<file path="config.mk">
export PLATFORM = sky130hd
export DESIGN_NAME = fifo_umbral_param_flat
export DESIGN_NICKNAME = d
export VERILOG_FILES = /design/src/rtl/fifo_umbral_param_if.sv /design/src/rtl/fifo_umbral_param.sv /design/src/flat_wrapper.sv
export SDC_FILE = /design/constraint.sdc
export NUM_CORES = 1
export LEC_CHECK = 0
export ABC_AREA = 1
export BUFFER_PORTS_ARGS = -buffer_cell sky130_fd_sc_hd__buf_2
export CAP_MARGIN = 20
export CORE_ASPECT_RATIO = 0.9
export CORE_MARGIN = 2
export CORE_UTILIZATION = 45
export DETAILED_ROUTE_END_ITERATION = 10
export PLACE_DENSITY = 0.7
export RECOVER_POWER = 25
export SETUP_SLACK_MARGIN = 0.15
export SLEW_MARGIN = 20
export SYNTH_ARGS = -nofsm -noshare
export SYNTH_HDL_FRONTEND = slang
export SYNTH_SLANG_ARGS = --single-unit
</file>
<file path="constraint.sdc">
create_clock -name clk -period 4.8 [get_ports clk]
set_input_delay 0.48 -clock clk [delete_from_list [all_inputs] [get_ports clk]]
set_output_delay 0.48 -clock clk [all_outputs]
set_load 0.005 [all_outputs]
</file>
<file path="src/rtl/fifo_umbral_param_if.sv">
// Producer/consumer bundle for fifo_umbral_param: requests, data, thresholds and status.
// The FIFO takes the slave side; the producer/consumer side takes master.
interface fifo_umbral_param_if #(
  parameter int unsigned DATA_WIDTH = 6,
  parameter int unsigned ADDR_WIDTH = 2
);
  logic                  push;
  logic                  pop;
  logic [DATA_WIDTH-1:0] Fifo_Data_in;
  logic [ADDR_WIDTH:0]   umbral_AE;
  logic [ADDR_WIDTH:0]   umbral_AF;
  logic                  err_clr;
  logic [DATA_WIDTH-1:0] Fifo_Data_out;
  logic                  Fifo_valid;
  logic [ADDR_WIDTH:0]   Fifo_Count;
  logic                  Fifo_Empty;
  logic                  Fifo_Full;
  logic                  Almost_Empty;
  logic                  Almost_Full;
  logic                  Pausa;
  logic                  Error_Fifo;

  modport master (
    output push, pop, Fifo_Data_in, umbral_AE, umbral_AF, err_clr,
    input  Fifo_Data_out, Fifo_valid, Fifo_Count, Fifo_Empty, Fifo_Full,
           Almost_Empty, Almost_Full, Pausa, Error_Fifo
  );

  modport slave (
    input  push, pop, Fifo_Data_in, umbral_AE, umbral_AF, err_clr,
    output Fifo_Data_out, Fifo_valid, Fifo_Count, Fifo_Empty, Fifo_Full,
           Almost_Empty, Almost_Full, Pausa, Error_Fifo
  );
endinterface

</file>
<file path="src/rtl/fifo_umbral_param.sv">
// Parametrised synchronous FIFO with programmable almost-empty/almost-full thresholds,
// hysteretic Pausa backpressure, occupancy count, read-valid strobe and sticky error flag.
module fifo_umbral_param #(
  parameter int unsigned DATA_WIDTH = 6,
  parameter int unsigned ADDR_WIDTH = 2
) (
  input logic              clk,
  input logic              reset,
  fifo_umbral_param_if.slave bus
);
  localparam int unsigned DEPTH = 2 ** ADDR_WIDTH;
  localparam int unsigned CW    = ADDR_WIDTH + 1;

  typedef enum logic [0:0] {StRun, StPause} pausa_state_e;

  logic [DATA_WIDTH-1:0] mem [DEPTH];

  logic [ADDR_WIDTH-1:0] wr_ptr_q, rd_ptr_q;
  logic [CW-1:0]         count_q, count_d;
  logic [DATA_WIDTH-1:0] data_out_q;
  logic                  valid_q;
  logic                  empty_q, full_q, almost_empty_q, almost_full_q;
  logic                  err_q, err_d;
  pausa_state_e          state_q;

  logic push_ok, pop_ok, err_set;

  // Acceptance comes from the current occupancy; a full FIFO accepts push only alongside a pop.
  always_comb begin
    pop_ok  = bus.pop && (count_q != '0);
    push_ok = bus.push && ((count_q != CW'(DEPTH)) || pop_ok);
    count_d = count_q + CW'(push_ok) - CW'(pop_ok);
    err_set = (bus.push && !push_ok) || (bus.pop && !pop_ok);
    err_d   = err_q;
    if (err_set) begin
      err_d = 1'b1;
    end else if (bus.err_clr) begin
      err_d = 1'b0;
    end
  end

  // Storage is not reset; only pointers and flags are.
  always_ff @(posedge clk) begin
    if (push_ok) begin
      mem[wr_ptr_q] <= bus.Fifo_Data_in;
    end
  end

  always_ff @(posedge clk or posedge reset) begin
    if (reset) begin
      wr_ptr_q       <= '0;
      rd_ptr_q       <= '0;
      count_q        <= '0;
      data_out_q     <= '0;
      valid_q        <= 1'b0;
      empty_q        <= 1'b1;
      full_q         <= 1'b0;
      almost_empty_q <= 1'b1;
      almost_full_q  <= 1'b0;
      err_q          <= 1'b0;
    end else begin
      if (push_ok) begin
        wr_ptr_q <= wr_ptr_q + ADDR_WIDTH'(1);
      end
      if (pop_ok) begin
        rd_ptr_q   <= rd_ptr_q + ADDR_WIDTH'(1);
        data_out_q <= mem[rd_ptr_q];
      end
      valid_q        <= pop_ok;
      count_q        <= count_d;
      // Flags decode the next count so they line up with Fifo_Count every cycle.
      empty_q        <= (count_d == '0);
      full_q         <= (count_d == CW'(DEPTH));
      almost_empty_q <= (count_d <= bus.umbral_AE);
      almost_full_q  <= (count_d >= bus.umbral_AF);
      err_q          <= err_d;
    end
  end

  // Pausa hysteresis: enter at the almost-full level, leave only at the almost-empty level.
  always_ff @(posedge clk or posedge reset) begin
    if (reset) begin
      state_q <= StRun;
    end else begin
      unique case (state_q)
        StRun: begin
          if (count_d >= bus.umbral_AF) begin
            state_q <= StPause;
          end
        end
        StPause: begin
          if (count_d <= bus.umbral_AE) begin
            state_q <= StRun;
          end
        end
        default: state_q <= StRun;
      endcase
    end
  end

  assign bus.Fifo_Data_out = data_out_q;
  assign bus.Fifo_valid    = valid_q;
  assign bus.Fifo_Count    = count_q;
  assign bus.Fifo_Empty    = empty_q;
  assign bus.Fifo_Full     = full_q;
  assign bus.Almost_Empty  = almost_empty_q;
  assign bus.Almost_Full   = almost_full_q;
  assign bus.Pausa         = (state_q == StPause);
  assign bus.Error_Fifo    = err_q;

endmodule

</file>
<file path="src/flat_wrapper.sv">
// flat-port wrapper written by rule: the top's interface ports become plain ports
module fifo_umbral_param_flat 
#(
  parameter int unsigned DATA_WIDTH = 6,
  parameter int unsigned ADDR_WIDTH = 2
)
  (clk, reset, bus_push, bus_pop, bus_Fifo_Data_in, bus_umbral_AE, bus_umbral_AF, bus_err_clr, bus_Fifo_Data_out, bus_Fifo_valid, bus_Fifo_Count, bus_Fifo_Empty, bus_Fifo_Full, bus_Almost_Empty, bus_Almost_Full, bus_Pausa, bus_Error_Fifo);
  fifo_umbral_param_if #(.DATA_WIDTH(DATA_WIDTH), .ADDR_WIDTH(ADDR_WIDTH)) bus_i ();
  input logic clk;
  input logic reset;
  input wire logic [$bits(bus_i.push)-1:0] bus_push;
  input wire logic [$bits(bus_i.pop)-1:0] bus_pop;
  input wire logic [$bits(bus_i.Fifo_Data_in)-1:0] bus_Fifo_Data_in;
  input wire logic [$bits(bus_i.umbral_AE)-1:0] bus_umbral_AE;
  input wire logic [$bits(bus_i.umbral_AF)-1:0] bus_umbral_AF;
  input wire logic [$bits(bus_i.err_clr)-1:0] bus_err_clr;
  output wire logic [$bits(bus_i.Fifo_Data_out)-1:0] bus_Fifo_Data_out;
  output wire logic [$bits(bus_i.Fifo_valid)-1:0] bus_Fifo_valid;
  output wire logic [$bits(bus_i.Fifo_Count)-1:0] bus_Fifo_Count;
  output wire logic [$bits(bus_i.Fifo_Empty)-1:0] bus_Fifo_Empty;
  output wire logic [$bits(bus_i.Fifo_Full)-1:0] bus_Fifo_Full;
  output wire logic [$bits(bus_i.Almost_Empty)-1:0] bus_Almost_Empty;
  output wire logic [$bits(bus_i.Almost_Full)-1:0] bus_Almost_Full;
  output wire logic [$bits(bus_i.Pausa)-1:0] bus_Pausa;
  output wire logic [$bits(bus_i.Error_Fifo)-1:0] bus_Error_Fifo;
  assign bus_i.push = bus_push;
  assign bus_i.pop = bus_pop;
  assign bus_i.Fifo_Data_in = bus_Fifo_Data_in;
  assign bus_i.umbral_AE = bus_umbral_AE;
  assign bus_i.umbral_AF = bus_umbral_AF;
  assign bus_i.err_clr = bus_err_clr;
  assign bus_Fifo_Data_out = bus_i.Fifo_Data_out;
  assign bus_Fifo_valid = bus_i.Fifo_valid;
  assign bus_Fifo_Count = bus_i.Fifo_Count;
  assign bus_Fifo_Empty = bus_i.Fifo_Empty;
  assign bus_Fifo_Full = bus_i.Fifo_Full;
  assign bus_Almost_Empty = bus_i.Almost_Empty;
  assign bus_Almost_Full = bus_i.Almost_Full;
  assign bus_Pausa = bus_i.Pausa;
  assign bus_Error_Fifo = bus_i.Error_Fifo;
  fifo_umbral_param #(.DATA_WIDTH(DATA_WIDTH), .ADDR_WIDTH(ADDR_WIDTH)) u_core (.clk(clk), .reset(reset), .bus(bus_i));
endmodule
</file>
==> impl_metrics.json <==
{
  "clock-sinks": 44,
  "die_width_microns": 75.3,
  "ir_worst_vdd_uv": 266,
  "start_kind": "register",
  "cts_buffer_depth": 2,
  "status": "finished, final reports clean",
  "areaGrowthSynthToFinish_pct": 15.5,
  "stdcell_count": 311,
  "antenna_cells": 0,
  "crit_type": "register to register",
  "initial_utilization_pct": 46.4,
  "insertion_delay_ps": 300,
  "setup_tns_ps": 0,
  "ctsRootBufferMaster": "clkbuf_8",
  "leakagePower_nw": 1.23,
  "hold_buffers": 0,
  "hpwlAfterDp_microns": 2650,
  "cts_tree": "yes",
  "grt_pass1_vias": 1213,
  "fin_skew_ps": 10.7,
  "drt-total-wl_microns": 3580,
  "dieArea_sq_mm": 0.00513,
  "cts_made_buffers": 5,
  "maxSlewHeadroom_pct": 49.3,
  "layout-drive-gt1-share_pct": 16.9,
  "cpPeakStageDelay_ps": 430,
  "crit_top_cell": "nand2_1",
  "synth_cell_types": 24,
  "dp_slack_ps": 1930,
  "slowest_stage": "dfrtp_1",
  "slew_viol_final": 0,
  "maxCapViolCount": 0,
  "num_rows": 23,
  "grt_pass1_wl_microns": 5720,
  "min_period_ps": 2890,
  "viasPerCell": 4.41,
  "die_height_microns": 68.1,
  "drc": 0,
  "grt_overflow_total": 0,
  "postCtsResizedCells": 0,
  "syn-num-nets": 242,
  "fin_ws_ps": 1910,
  "ant_nets": 0,
  "fin_crit_sh_pct": 60.2,
  "syn_area_sq_mm": 0.00206,
  "rr_worst_depth": 15,
  "routedWlPerCell_microns": 11.5,
  "avgSynthCellArea_sq_um": 9.70,
  "cp_cell_sequence": "nor2_2, nand2_1, nand2_4, inv_2, ha_1, inv_1, ha_1, fa_1, nand3b_1, nand2_1, ha_1, a21oi_1, nand3_1, nand2_1, nand2_1",
  "endpoint_kind": "register",
  "gp_congestion": 0.835,
  "cp_max_fo": 10,
  "powerDensity_mw_per_mm2": 625,
  "drt_iter0_markers": 67,
  "cp.required_ps": 4990,
  "drtPass1Iterations": 4,
  "grt_max_degree": 21,
  "cts.clk_slew.worst_paths_ps": 90,
  "yosysWarnings": 0,
  "port_buffers": 32,
  "num_vias": 1373,
  "place_inst": 303,
  "synth-seq-cells": 44,
  "postSynthCellCount": 212,
  "worst_pin_slew_ps": 760,
  "hold_path_class": "input pin to asynchronous set/reset pin",
  "core_area_sq_mm": 0.00443,
  "grt_use_total_pct": 15.7,
  "crit_arrival_ps": 3080,
  "antenna_found_initial": 0,
  "io_pins": 33,
  "rsz0062_at_grt": "no",
  "fin_nets": 278,
  "total_power_mw": 1.48,
  "hold_viol": 0,
  "yosysSeqAreaShare_pct": 59.5,
  "fmax_ghz": 0.346,
  "cts_setup_buffers": 0,
  "setup_viol": 0,
  "cts-htree-levels": 2
}
==> sequential cells by signal (all words and copies together), names as in the netlist <==
signal	cells
u_core.bus.Fifo_Count	3
u_core.mem	24
u_core.bus.Almost_Empty	1
u_core.bus.Fifo_Data_out	6
u_core.wr_ptr_q	2
u_core.bus.Fifo_valid	1
u_core.bus.Fifo_Full	1
u_core.bus.Almost_Full	1
u_core.bus.Error_Fifo	1
u_core.bus.Pausa	1
u_core.rd_ptr_q	2
u_core.bus.Fifo_Empty	1
==> cells by family after synthesis <==
logic type / Yosys count / share of synthesized area [%]
AO/OA/AOI/OAI: 5 / 1.34
AND/OR/NAND/NOR: 96 / 20.0
XOR/XNOR: 2 / 0.852
flip-flops: 44 / 59.5
adder cells (fa/ha/maj): 13 / 8.27
buffers and inverters: 52 / 10.1
==> metal layers <==
layer	wire length, microns	GRT usage, %	vias up
li1	-	-	727
met1	1810	21.8	616
met2	1590	23.4	23
met3	127	4.86	7
met4	53	5.92	0
met5	0	0	-
==> final timing paths <==
path	slack, ps	to	startpoint
max in group asynchronous	4020	u_core.wr_ptr_q[1]$_DFFE_PP0P_	reset
worst max-delay path	1910	u_core.bus.Pausa$_DFF_PP0_	u_core.bus.Fifo_Count[1]$_DFF_PP0_
worst min-delay path	300	u_core.bus.Fifo_Data_out[4]$_DFFE_PP0P_	reset
worst min register to register	480	u_core.bus.Fifo_Data_out[1]$_DFFE_PP0P_	u_core.bus.Fifo_Data_out[1]$_DFFE_PP0P_
worst max register to register	1910	u_core.bus.Pausa$_DFF_PP0_	u_core.bus.Fifo_Count[1]$_DFF_PP0_
min in group clk	430	u_core.mem[0][5]$_DFFE_PP_	bus_Fifo_Data_in[5]
==> synthesized netlist by cell type <==
cell,number,area [sq um]
nand2_1,64,240
inv_1,47,176
edfxtp_1,24,721
nand3_1,20,100
dfrtp_1,18,450
ha_1,12,150
nor2_1,5,18.8
a21oi_1,3,15.0
dfstp_2,2,52.6
inv_2,2,7.51
nand3b_1,2,15.0
buf_2,1,5.00
buf_4,1,7.51
buf_6,1,11.3
fa_1,1,20.0
nand2_2,1,6.26
nand2_4,1,11.3
nand4_1,1,6.26
nor2_2,1,6.26
o211ai_1,1,7.51
o21ai_1,1,5.00
or2_2,1,6.26
xnor2_1,1,8.76
xor2_1,1,8.76
==> power breakdown <==
part | internal (mW) | switching, mW | leakage (nW)
combinational | 0.239 | 0.356 | 0.711
sequential | 0.526 | 0.0852 | 0.461
clock | 0.154 | 0.124 | 0.0541
total | 0.919 | 0.565 | 1.23
==> layout make-up <==
type,count,area [sq um]
Fill cell,409,2060
Sequential cell,44,1220
Multi-Input combinational cell,116,626
Inverter,49,184
Timing Repair Buffer,32,153
Tap cell,62,77.6
Clock buffer,5,68.8
Clock inverter,3,42.5
==> critical path, delay by kind of cell, from the launching register on <==
family / cells / cell delay, ps
AO/OA/AOI/OAI: 1 / 130
adder cells (fa/ha/maj): 4 / 1120
buffers and inverters: 2 / 130
flip-flops: 1 / 430
AND/OR/NAND/NOR: 8 / 990
==> per-stage QoR <==
step	instance area [sq um]	hold WS, ps	utilization (%)
floorplan	2060	442	-
global route	2370	368	53.6
finish	2370	303	53.6
global placement	2270	480	51.2
detailed placement	2270	469	51.2
CTS	2380	317	53.8
==> layout by cell type (no fill, tap or decap) <==
cell type,count
nand2_4,1
clkinvlp_4,1
clkbuf_1,6
xnor2_1,1
a21oi_1,3
xor2_1,1
fa_1,1
o21ai_1,1
edfxtp_1,24
nand2_2,1
nor2_2,1
dfstp_2,2
inv_2,2
buf_2,26
nor2_1,5
bufinv_16,1
nand3_1,20
nand4_1,1
o211ai_1,1
inv_1,47
nand2_1,64
ha_1,12
or2_2,1
clkbuf_8,5
clkinv_2,1
dfrtp_1,18
nand3b_1,2
(Power assumes the default switching activity.)
